==> src/rtl/int_arbiter.sv <==
// Round-robin interrupt arbiter: latches source events, raises a single
// non-nesting request to the processor and tracks ack/eoi handshaking.
module int_arbiter #(
    parameter int unsigned          N_SRC    = 4,
    parameter int unsigned          VEC_W    = 2,
    parameter logic [N_SRC-1:0]     MASK_RST = '1
) (
    input  logic              clk,
    input  logic              rst,
    input  logic [N_SRC-1:0]  src_pulse,
    input  logic              int_ack,
    input  logic              eoi,
    input  logic              mask_we,
    input  logic [N_SRC-1:0]  mask_wdata,
    output logic              int_req,
    output logic [VEC_W-1:0]  vector,
    output logic              in_service,
    output logic [N_SRC-1:0]  pending,
    output logic [N_SRC-1:0]  mask
);

    typedef enum logic [1:0] {
        S_IDLE,
        S_ASSERT,
        S_SERVICE
    } state_t;

    state_t             r_state;
    logic [N_SRC-1:0]   r_pending;
    logic [N_SRC-1:0]   r_mask;
    logic               r_int_req;
    logic [VEC_W-1:0]   r_vector;
    logic               r_in_service;
    logic [VEC_W-1:0]   r_ptr;

    logic [N_SRC-1:0]   w_elig;
    logic               w_found;
    logic [VEC_W-1:0]   w_sel;
    logic               w_ack;
    logic               w_eoi;
    logic [N_SRC-1:0]   w_clr;
    logic [VEC_W-1:0]   w_ptr_next;

    assign w_elig = r_pending & r_mask;

    // Rotating search: lowest eligible index at or above ptr wins; if none,
    // wrap around to the lowest eligible index overall.
    always_comb begin
        logic             hi_found;
        logic [VEC_W-1:0] hi_sel;
        logic             lo_found;
        logic [VEC_W-1:0] lo_sel;
        hi_found = 1'b0;
        hi_sel   = '0;
        lo_found = 1'b0;
        lo_sel   = '0;
        for (int unsigned i = 0; i < N_SRC; i++) begin
            if (w_elig[i]) begin
                if (!lo_found) begin
                    lo_found = 1'b1;
                    lo_sel   = i[VEC_W-1:0];
                end
                if (!hi_found && (i >= 32'(r_ptr))) begin
                    hi_found = 1'b1;
                    hi_sel   = i[VEC_W-1:0];
                end
            end
        end
        w_found = lo_found;
        w_sel   = hi_found ? hi_sel : lo_sel;
    end

    assign w_ack      = (r_state == S_ASSERT) && int_ack;
    assign w_eoi      = (r_state == S_SERVICE) && eoi;
    assign w_clr      = w_ack ? (N_SRC'(1) << r_vector) : '0;
    assign w_ptr_next = (r_vector == VEC_W'(N_SRC - 1)) ? '0 : r_vector + VEC_W'(1);

    // New events are OR-ed in after the grant clear, so a same-cycle set wins.
    always_ff @(posedge clk or posedge rst) begin
        if (rst) begin
            r_pending <= '0;
            r_mask    <= MASK_RST;
        end else begin
            r_pending <= (r_pending & ~w_clr) | src_pulse;
            if (mask_we) begin
                r_mask <= mask_wdata;
            end
        end
    end

    always_ff @(posedge clk or posedge rst) begin
        if (rst) begin
            r_state      <= S_IDLE;
            r_int_req    <= 1'b0;
            r_vector     <= '0;
            r_in_service <= 1'b0;
            r_ptr        <= '0;
        end else begin
            case (r_state)
                S_IDLE: begin
                    if (w_found) begin
                        r_vector  <= w_sel;
                        r_int_req <= 1'b1;
                        r_state   <= S_ASSERT;
                    end
                end
                S_ASSERT: begin
                    if (w_ack) begin
                        r_int_req    <= 1'b0;
                        r_in_service <= 1'b1;
                        r_state      <= S_SERVICE;
                    end
                end
                S_SERVICE: begin
                    if (w_eoi) begin
                        r_in_service <= 1'b0;
                        r_ptr        <= w_ptr_next;
                        r_state      <= S_IDLE;
                    end
                end
                default: begin
                    r_state <= S_IDLE;
                end
            endcase
        end
    end

    assign int_req    = r_int_req;
    assign vector     = r_vector;
    assign in_service = r_in_service;
    assign pending    = r_pending;
    assign mask       = r_mask;

endmodule

==> config.mk <==
export PLATFORM = sky130hd
export DESIGN_NAME = int_arbiter
export DESIGN_NICKNAME = d
export VERILOG_FILES = /design/src/rtl/int_arbiter.sv
export SDC_FILE = /design/constraint.sdc
export NUM_CORES = 1
export LEC_CHECK = 0
export ABC_AREA = 1
export CAP_MARGIN = 20
export CORE_ASPECT_RATIO = 1.5
export CORE_MARGIN = 10
export CORE_UTILIZATION = 35
export CTS_BUF_LIST = sky130_fd_sc_hd__clkbuf_4 sky130_fd_sc_hd__clkbuf_8
export DETAILED_ROUTE_END_ITERATION = 10
export HOLD_SLACK_MARGIN = 0.02
export PLACE_DENSITY = 0.62
export REMOVE_ABC_BUFFERS = 1
export SLEW_MARGIN = 40
export SYNTH_ARGS = -nofsm -noshare
export SYNTH_HDL_FRONTEND = slang
export SYNTH_SLANG_ARGS = --single-unit
==> constraint.sdc <==
create_clock -name clk -period 2.4 [get_ports clk]
set_input_delay 0.24 -clock clk [delete_from_list [all_inputs] [get_ports clk]]
set_output_delay 0.24 -clock clk [all_outputs]
set_load 0.02 [all_outputs]
# == After elaboration in Yosys (flattened, before gate mapping) ==
# Index checks and enable logic that the tools add are counted.
# totals
reg_bits,16
input_bits,13
elab_cells,72
out_inout_bits,12
# classes
n_mux,36
bitwise,4
addsub,1
eq_ne,6
magnitude_cmp,3
n_reduce_logical,14
shift,1
# ops
cell,count
$mux 2,13
$mux 1,19
$reduce_and 3->1,3
$and 4x4->4,2
$ne 2x2->1 const B,3
$pmux 2 s3,1
$eq 2x2->1 const B,2
$ge 1x2->1 const A,2
$logic_and 1x1->1,4
$mux 4,1
$not 4->4,1
$or 4x4->4,1
$pmux 1 s2,2
$reduce_and 2->1,2
$reduce_bool 2->1,2
$shl 1x2->4 const A,1
$add 2x1->2 const B,1
$eq 2x1->1 const B,1
$ge 2x2->1 const A,1
$logic_not 1->1,2
$logic_not 2->1,1

# == Logic depth before layout (Yosys ltp) ==
# Gate-level depths: netlist of run 1.
# logic_depth
word_depth,14
ltp_mapped,7
depth_no_buf,7

# == Worst setup path before layout of run 1 ==
# OpenSTA, ideal clock, no wires.
# synth_path
kind,reg-to-reg
startpoint,"register r_mask[0], in the netlist mask[0]"
endpoint,"register r_vector[1], in the netlist vector[1]"
stages_incl_launch_ff,8
required_ps,2278
setup_slack_ps,1246
setup_time_ps,122
t_arrival_ps,1032
synth_period_minus_slack_ps,1154
path_buffers,0
path_cell_list,dfstp_2 > nand2_2 > inv_1 > nand2_1 > nand2_1 > nand2_1 > nand3_1 > a21oi_1
# synth_between
elab_chain_len,13
elab_cells_between_ends,25
classes_between,mux: 19; bitwise: 1; reduce/logical: 5
# synth_rtl
element,line,source
from (decl),30,logic [N_SRC-1:0] r_mask;
from (signal assigned),86,r_mask <= mask_wdata;
$and 4x4->4 *,44,assign w_elig = r_pending & r_mask;
$mux 1,58,if (w_elig[i]) begin
$logic_not 1->1,63,if (!hi_found && (i >= 32'(r_ptr))) begin
$logic_and 1x1->1,63,
$mux 1,63,
$mux 1,58,
$logic_not 1->1,63,
$logic_and 1x1->1,63,
$mux 2 or $mux 1 (tied branches),63,
$mux 2 or $mux 1 (tied branches),58,
$mux 2,63,
$mux 2,58,
$mux 2,70,w_sel = hi_found ? hi_sel : lo_sel;
to (signal assigned),102,r_vector <= w_sel;
to (decl),32,logic [VEC_W-1:0] r_vector;
# Mark *: on every way between the ends. The rest lies on a longest branch, timed or not.
# A chain may end at the register's enable or synchronous reset.

# == Worst setup path in the final report of run 1 ==
# layout_path
startpoint,"register r_mask[1], in the netlist mask[1]"
endpoint,output port mask[1]
# layout_lines
element,line,source
to (decl),19,output logic [N_SRC-1:0] mask
# No word-level cell between the ends.

==> flow_summary_export.csv, run 1 <==
group,metric,value,unit
status,status,"complete, no violations",
drt,drc,0,
synth,syn_area,786,sq um
critical_path,slowest_delay,610,ps
clock_network,cts_tree,"done",
global_route,grt_pass1_vias,719,
critical_path,endpoint_kind,"output pin",
clock_network,path_clk_slew,100,ps
floorplanning,rows,21,
critical_path,critPathSlowestCell,"clkdlybuf4s50_1",
hold_path,min_path_type,"in -> async",
power_and_ir_drop,power,1090,uW
synth,synthXorXnorAreaFrac,0,
global_route,grt_pass1_wl,3.24,mm
place,post_dp_cell_area,1050,sq um
power_and_ir_drop,comb_power_share,0.448,
drt,ant_nets,0,
critical_path,cpLargestDelayFamily,"buffers and inverters",
drt,wire_per_inst,13.6,microns
clock_network,clockRootBuffer,"clkbuf_4",
drt,vias,636,
power_and_ir_drop,p_leak,0.000513,uW
power_and_ir_drop,seqPwrFrac,0.389,
clock_network,post_cts_buffers,0,
drt,drtPass1Iterations,4,
timing,max_clock_freq,588,MHz
place,dp_hpwl,1.54,mm
timing,hold_viol,0,
drt,via_per_inst,4.64,
synth,yosys_warnings,0,
synth,synth_adder_area_share,0.0637,
power_and_ir_drop,netSwitchingFraction,0.399,
floorplanning,ios,25,
clock_network,htreeDepth,1,
floorplanning,start_util,0.360,
critical_path,cp-start-kind,"register",
synth,synth_top_family_by_area,"simple AND/OR/NAND/NOR gates",
floorplanning,core-area,2180,sq um
critical_path,arrival,1460,ps
timing,holdWs,307,ps
cells_and_area,antenna_cells,0,
clock_network,cts_buffers,3,
synth,synth_compound_area_frac,0.108,
drt,drtIter0Drc,8,
power_and_ir_drop,intPower,652,uW
cells_and_area,layout-drive-gt1-share,0.158,
critical_path,path_buf_inv,1,
place,port_buffers,24,
synth,synthSimpleGateAreaFrac,0.193,
power_and_ir_drop,clock_power_share,0.163,
power_and_ir_drop,max-vdd-ir-drop,0.453,mV
synth,yosysSeqAreaShare,0.516,
synth,ys_seq_elements,16,
timing,rsz0062_at_grt,"no",
timing,worst_slew_pin_slew,601,ps
power_and_ir_drop,powerDensity,995,nW/um^2
timing,min_period,1700,ps
clock_network,clk_latency,290,ps
global_route,overflow,0,
cells_and_area,final_cells,137,
run,cap_violations,0,
synth,synthMuxAreaShare,0.0573,
critical_path,crit_chain,"clkdlybuf4s50_1",
synth,post_synth_num_cell_types,17,
timing,slew_headroom,0.599,
power_and_ir_drop,p_sw,434,uW
place,dp.cells,133,
floorplanning,dieArea,4580,sq um
critical_path,worstSetupPathType,"reg -> out",
drt,drt-total-wl,1.86,mm
floorplanning,die-height,78.0,microns
synth,post_synth.cell_area_avg,9.14,sq um
cells_and_area,final_nets,132,
global_route,grt_antenna_before_repair,0,
timing,post-route-period-util,0.709,
clock_network,ctsHoldBuffers,0,
critical_path,crit_fanout,4,
global_route,grt_max_degree,17,
synth,synthCells,86,
timing,setup_viol,0,
floorplanning,die_x,58.7,microns
timing,tns,0,ps
cells_and_area,final_design_area_no_fill,1090,sq um
clock_network,cts_num_sinks,16,
global_route,grtUsageTotal,0.0874,
clock_network,clock_path_buffers,2,
clock_network,cts_resized,0,
timing,finalClockSkew,6.40,ps
place,place.gp.congestion,0.770,
critical_path,crit_required,2160,ps
cells_and_area,n_fill_cell,228,
timing,drv_slew,0,
cells_and_area,area_delta_synth_final,38.9,%
-- area by class of cell --
class | instances | area, sq um | area share
Sequential cell | 16 | 405 | 0.372
Clock buffer | 4 | 36.3 | 0.0333
Multi-Input combinational cell | 57 | 332 | 0.304
Tap cell | 23 | 28.8 | 0.0264
Timing Repair Buffer | 24 | 240 | 0.220
Inverter | 13 | 48.8 | 0.0447
-- routing by layer --
metal / up-vias / routed length, microns / GRT usage
li1: 328 / - / -
met1: 287 / 668 / 0.0821
met2: 16 / 1040 / 0.161
met3: 5 / 127 / 0.0322
met4: 0 / 31 / 0.0369
met5: - / 0 / 0
-- placed cells by master (no fill, tap or decap), drive strengths merged --
cell type      instances
clkdlybuf4s50         24
mux2                   4
clkbuf                 4
dfstp                  4
nor2                   8
o31ai                  1
nand2                 21
inv                   13
o21ai                  7
dfrtp                 12
a21o                   3
a21oi                  3
nand3                  6
ha                     4
-- cell families after synthesis --
family	count (synthesis)
compound gates	14
fa+ha+maj	4
buf+inv	13
flops	16
mux	4
simple gates	35
-- power by group through the flow --
stage	registers [uW]	logic [uW]	clock network [uW]
global route	439	547	195
detailed placement	431	486	0
global placement	426	478	0
floorplan	477	243	0
finish	422	486	177
CTS	425	491	182
-- metrics by stage --
step / util / worst slack (ps)
final: 0.500 / 698
after global routing: 0.500 / 650
after CTS: 0.500 / 683
after detailed placement: 0.484 / 1010
after global placement: 0.484 / 1020
after floorplan: - / 1250
-- synthesized netlist by cell type --
| cell type | instances | area (sq um) |
|---|---|---|
| o21ai_0 | 5 | 25.0 |
| a21o_1 | 2 | 15.0 |
| nand3_1 | 5 | 25.0 |
| inv_1 | 13 | 48.8 |
| o21ai_2 | 1 | 8.76 |
| nand2_1 | 18 | 67.6 |
| ha_1 | 4 | 50.1 |
| nor2_1 | 8 | 30.0 |
| o31ai_1 | 1 | 7.51 |
| a21oi_1 | 3 | 15.0 |
| mux2_2 | 4 | 45.0 |
| dfrtp_1 | 12 | 300 |
| nand2_2 | 3 | 18.8 |
| o21ai_1 | 1 | 5.00 |
| dfstp_2 | 4 | 105 |
| nand3_2 | 1 | 10.0 |
| a21o_2 | 1 | 8.76 |
-- final timing paths --
kind / end / slack [ps] / from / cells after the start
min in group clk: pending[3]$_DFF_PP0_ / 470 / src_pulse[3] / 3
max in group asynchronous: pending[1]$_DFF_PP0_ / 1700 / rst / 2
worst max-delay path: mask[1] / 700 / mask[1]$_DFFE_PP1P_ / 1
worst min register to register: in_service$_DFFE_PP0P_ / 500 / in_service$_DFFE_PP0P_ / 2
worst max register to register: vector[0]$_DFFE_PP0P_ / 1190 / pending[2]$_DFF_PP0_ / 6
worst min-delay path: int_req$_DFFE_PP0P_ / 310 / rst / 2
-- sequential cells by signal, indices dropped and copies added (netlist names) --
signal / cells
in_service: 1
int_req: 1
mask: 4
pending: 4
r_ptr: 2
r_state: 2
vector: 2
Power figures use the tool's default switching activity.
==> run 2: changes to the inputs <==
--- a/config.mk
+++ b/config.mk
@@ -13,7 +13,7 @@
 export CTS_BUF_LIST = sky130_fd_sc_hd__clkbuf_4 sky130_fd_sc_hd__clkbuf_8
 export DETAILED_ROUTE_END_ITERATION = 10
 export HOLD_SLACK_MARGIN = 0.02
-export PLACE_DENSITY = 0.62
+export PLACE_DENSITY = 0.65
 export REMOVE_ABC_BUFFERS = 1
 export SLEW_MARGIN = 40
 export SYNTH_ARGS = -nofsm -noshare
==> constraint.sdc (replaced) <==
create_clock -name clk -period 1.55 [get_ports clk]
set_input_delay 0.155 -clock clk [delete_from_list [all_inputs] [get_ports clk]]
set_output_delay 0.155 -clock clk [all_outputs]
set_load 0.02 [all_outputs]
==> run 2 against run 1 <==
Sequential power grew 55%. Core utilization is 0.057 points higher. Non-clock buffer count rose by 1. Highest routed layer unchanged. Sequential share of layout area about the same. Via count is 4.6% higher. Largest power group unchanged. Clock-buffer cell count unchanged. Worst setup slack got worse by 620 ps. Largest cell class unchanged. First-iteration DRC count did not move.
==> flow_summary_export.csv, run 2 (same netlist as run 1, synthesis figures left out) <==
group,metric,value,unit
clock_network,clock_path_buffers,2,
floorplanning,start_util,0.360,
power_and_ir_drop,p_leak,0.000535,uW
status,status,"complete, no violations",
drt,vias,665,
clock_network,cts_resized,4,
critical_path,cpLargestDelayFamily,"buffers and inverters",
timing,timing.final.ws_setup,74.1,ps
clock_network,path_clk_slew,90,ps
floorplanning,die_x,58.7,microns
clock_network,cts_num_sinks,16,
clock_network,htreeDepth,1,
place,dpl_worst_slack,242,ps
clock_network,clk_latency,290,ps
timing,hold_viol,0,
drt,via_per_inst,4.82,
timing,max_clock_freq,678,MHz
critical_path,worstSetupPathType,"reg -> out",
critical_path,endpoint_kind,"output pin",
timing,post-route-period-util,0.952,
run,cap_violations,0,
cells_and_area,final_cell_mix,"nand2_1 (18), clkdlybuf4s50_1 (18), inv_1 (13)",
clock_network,cts_tree,"done",
cells_and_area,antenna_cells,0,
critical_path,crit_required,1390,ps
timing,rsz0062_at_grt,"no",
timing,finalClockSkew,5.27,ps
clock_network,ctsHoldBuffers,0,
timing,min_period,1480,ps
floorplanning,core-area,2180,sq um
critical_path,slowest_delay,630,ps
floorplanning,ios,25,
power_and_ir_drop,max-vdd-ir-drop,0.648,mV
floorplanning,die-height,78.0,microns
clock_network,cts_buffers,3,
critical_path,critPathSlowestCell,"clkdlybuf4s50_1",
critical_path,cp-start-kind,"register",
timing,setup_viol,0,
global_route,grt_antenna_before_repair,0,
critical_path,crit_fanout,4,
critical_path,arrival,1320,ps
timing,slew_headroom,0.833,
timing,tns,0,ps
floorplanning,dieArea,4580,sq um
clock_network,clockRootBuffer,"clkbuf_4",
drt,drtPass1Iterations,4,
clock_network,post_cts_buffers,0,
critical_path,crit_chain,"clkdlybuf4s50_1",
power_and_ir_drop,powerDensity,1500,nW/um^2
critical_path,path_buf_inv,1,
hold_path,min_path_type,"in -> async",
cells_and_area,layout-drive-gt1-share,0.165,
global_route,grt_pass1_vias,675,
timing,worst_slew_pin_slew,250,ps
global_route,grt_max_degree,17,
drt,drtIter0Drc,8,
global_route,grtUsageTotal,0.0824,
place,port_buffers,24,
cells_and_area,final_nets,133,
cells_and_area,area_delta_synth_final,39.0,%
global_route,grt_pass1_wl,3.03,mm
drt,wire_per_inst,13.1,microns
global_route,overflow,0,
timing,drv_slew,0,
drt,drc,0,
place,place.gp.congestion,0.795,
drt,drt-total-wl,1.81,mm
drt,ant_nets,0,
place,dp_hpwl,1.49,mm
floorplanning,rows,21,
[run 2: cell type report]
cell class | count | area (sq um)
tap | 23 | 28.8
multi-input combinational | 57 | 332
fill | 222 | 1090
inverter | 13 | 48.8
timing repair buffer | 25 | 248
clock buffer | 4 | 30.0
sequential | 16 | 405
[run 2: path summary, 6_finish.rpt]
check / start / endpoint / slack [ps] / depth (start not counted)
setup / recovery: pending[1]$_DFF_PP0_ / pending[1] / 70 / 1
hold / removal: rst / in_service$_DFFE_PP0P_ / 170 / 3
setup reg to reg: pending[1]$_DFF_PP0_ / vector[1]$_DFFE_PP0P_ / 370 / 6
hold reg to reg: in_service$_DFFE_PP0P_ / in_service$_DFFE_PP0P_ / 490 / 2
max in group asynchronous: rst / mask[2]$_DFFE_PP1P_ / 1130 / 3
min in group clk: src_pulse[3] / pending[3]$_DFF_PP0_ / 390 / 3
[run 2: per-layer routing]
metal	global-route usage	wire [microns]
met2	0.141	1020
met1	0.0883	677
met3	0.0242	87
met5	0	0
met4	0.0415	29
[run 2: power breakdown]
part           total (uW)  internal [uW]  switching [uW]
registers             652            551             100
clock network         248            118             130
logic                 735            305             430
[run 2: tightest hold or removal path, stage by stage]
cell and delay [ps]:
clkdlybuf4s50_1 400, inv_1 50, buf_4 230
[run 2: metrics by stage]
stage,hold slack (ps),total power [uW],cells,cell area [sq um],util
after CTS,160,1670,138,1090,0.499
after global placement,462,1410,134,1060,0.487
after detailed placement,469,1420,134,1060,0.487
after global routing,169,1780,138,1090,0.501
final,168,1630,138,1090,0.501
after floorplan,65.9,1120,86,786,-
==> run 3: changes to the inputs <==
--- a/config.mk
+++ b/config.mk
@@ -7,13 +7,12 @@
 export LEC_CHECK = 0
 export ABC_AREA = 1
 export CAP_MARGIN = 20
-export CORE_ASPECT_RATIO = 1.5
 export CORE_MARGIN = 10
-export CORE_UTILIZATION = 35
+export CORE_UTILIZATION = 42
 export CTS_BUF_LIST = sky130_fd_sc_hd__clkbuf_4 sky130_fd_sc_hd__clkbuf_8
 export DETAILED_ROUTE_END_ITERATION = 10
 export HOLD_SLACK_MARGIN = 0.02
-export PLACE_DENSITY = 0.65
+export PLACE_DENSITY = 0.75
 export REMOVE_ABC_BUFFERS = 1
 export SLEW_MARGIN = 40
 export SYNTH_ARGS = -nofsm -noshare
==> run 3 against run 2 <==
Clock power increased by 9.7%. Hold slack improved by 67 ps. Core utilization increased by 13 points. Critical path type unchanged. Global-route usage increased by 0.71 points. Die area decreased by 13%.
==> flow_summary_export.csv, run 3 (same netlist as run 1, synthesis figures left out) <==
group,metric,value,unit
status,status,"complete, no violations",
floorplanning,die_x,63.3,microns
critical_path,crit_chain,"clkdlybuf4s50_1",
power_and_ir_drop,netSwitchingFraction,0.400,
clock_network,cts_tree,"done",
place,dp_hpwl,1.52,mm
drt,ant_nets,0,
timing,post-route-period-util,0.959,
clock_network,clk_latency,280,ps
drt,via_per_inst,4.76,
power_and_ir_drop,max-vdd-ir-drop,1.07,mV
floorplanning,start_util,0.450,
critical_path,slowest_delay,630,ps
clock_network,cts_buffers,3,
cells_and_area,final_nets,132,
drt,drtPass1Iterations,4,
critical_path,arrival,1330,ps
critical_path,cpLargestDelayFamily,"buffers and inverters",
timing,tns,0,ps
place,dp.cells,135,
power_and_ir_drop,comb_power_share,0.442,
timing,hold_viol,0,
cells_and_area,layout-drive-gt1-share,0.158,
clock_network,path_clk_slew,90,ps
drt,wire_per_inst,12.9,microns
clock_network,htreeDepth,1,
global_route,grtUsageTotal,0.0895,
floorplanning,die-height,63.3,microns
critical_path,endpoint_kind,"output pin",
clock_network,ctsHoldBuffers,0,
floorplanning,rows,15,
global_route,grt_max_degree,17,
power_and_ir_drop,powerDensity,1520,nW/um^2
cells_and_area,area_delta_synth_final,39.2,%
critical_path,cp-start-kind,"register",
timing,finalClockSkew,2.64,ps
timing,max_clock_freq,673,MHz
drt,drc,0,
clock_network,clock_path_buffers,2,
drt,vias,662,
timing,drv_slew,0,
critical_path,critPathSlowestCell,"clkdlybuf4s50_1",
drt,drt-total-wl,1.79,mm
place,place.gp.congestion,0.842,
floorplanning,dieArea,4000,sq um
cells_and_area,final_cell_mix,"nand2_1 (18), clkdlybuf4s50_1 (18), inv_1 (13)",
critical_path,path_buf_inv,1,
cells_and_area,antenna_cells,0,
timing,rsz0062_at_grt,"no",
run,cap_violations,0,
timing,setup_viol,0,
global_route,grt_pass1_wl,2.99,mm
drt,drtIter0Drc,18,
clock_network,cts_num_sinks,16,
cells_and_area,final_cells,139,
cells_and_area,seq_area,405,sq um
power_and_ir_drop,clock_power_share,0.164,
cells_and_area,n_fill_cell,152,
power_and_ir_drop,intPower,997,uW
timing,worst_slew_pin_slew,583,ps
power_and_ir_drop,p_leak,0.000533,uW
hold_path,min_path_type,"in -> async",
critical_path,worstSetupPathType,"reg -> out",
critical_path,crit_fanout,4,
power_and_ir_drop,seqPwrFrac,0.394,
timing,min_period,1490,ps
critical_path,crit_required,1390,ps
global_route,overflow,0,
power_and_ir_drop,p_sw,664,uW
floorplanning,core-area,1750,sq um
cells_and_area,multiInputGateArea,332,sq um
global_route,grt_antenna_before_repair,0,
clock_network,clockRootBuffer,"clkbuf_4",
timing,slew_headroom,0.611,
place,port_buffers,24,
timing,holdWs,235,ps
global_route,grt_pass1_vias,687,
floorplanning,ios,25,
==> run 3: layout make-up <==
cell class / count / area share
sequential: 16 / 0.371
inverter: 13 / 0.0446
tap: 25 / 0.0286
clock buffer: 4 / 0.0332
timing repair buffer: 24 / 0.220
multi-input combinational: 57 / 0.303
==> run 3: stage by stage <==
step                      worst slack [ps]  total power, uW  instance area [sq um]   util
after floorplan                        396             1120                    786      -
after global placement                 256             1400                   1060  0.606
after detailed placement               245             1420                   1060  0.606
after CTS                             22.0             1690                   1090  0.624
after global routing                 0.432             1810                   1090  0.627
final                                 63.1             1660                   1090  0.627
==> run 3: per-layer routing <==
metal	wire, microns	up-vias	global-route usage	part of all wire
met4	18	0	0.0246	0.010
met2	906	14	0.148	0.51
met3	89	4	0.0318	0.050
met1	777	315	0.106	0.43
li1	-	329	-	-
met5	0	-	0	0
==> run 3: final timing paths <==
path | start | endpoint | slack, ps | cells past startpoint
max in group asynchronous | rst | r_ptr[1]$_DFFE_PP0P_ | 940 | 2
worst max register to register | mask[2]$_DFFE_PP1P_ | vector[1]$_DFFE_PP0P_ | 340 | 6
worst min register to register | in_service$_DFFE_PP0P_ | in_service$_DFFE_PP0P_ | 480 | 2
worst min-delay path | rst | int_req$_DFFE_PP0P_ | 230 | 2
min in group clk | src_pulse[3] | pending[3]$_DFF_PP0_ | 410 | 3
worst max-delay path | pending[1]$_DFF_PP0_ | pending[1] | 60 | 1
==> run 3: worst reg2reg max path, cell delays in order, from the launching register on <==
cell     delay, ps
dfstp_2        540
nand2_1         90
inv_1           90
o21ai_1        100
nor2_1         120
nor2_1          40
a21oi_1        150
==> run 3: timing repair <==
| action | CTS | global route |
|---|---|---|
| gates resized for setup | 4 | 2 |
| buffers inserted | 0 | 0 |
| hold endpoints to repair | 0 | 0 |
| setup endpoints to repair | 4 | 2 |
==> run 3: power groups by stage <==
stage	logic (uW)	clock network [uW]	registers, uW
6_report	734	272	655
5_1_grt	832	298	681
4_1_cts	753	281	659
3_5_place_dp	754	0	670
3_3_place_gp	741	0	659
2_1_floorplan	377	0	739
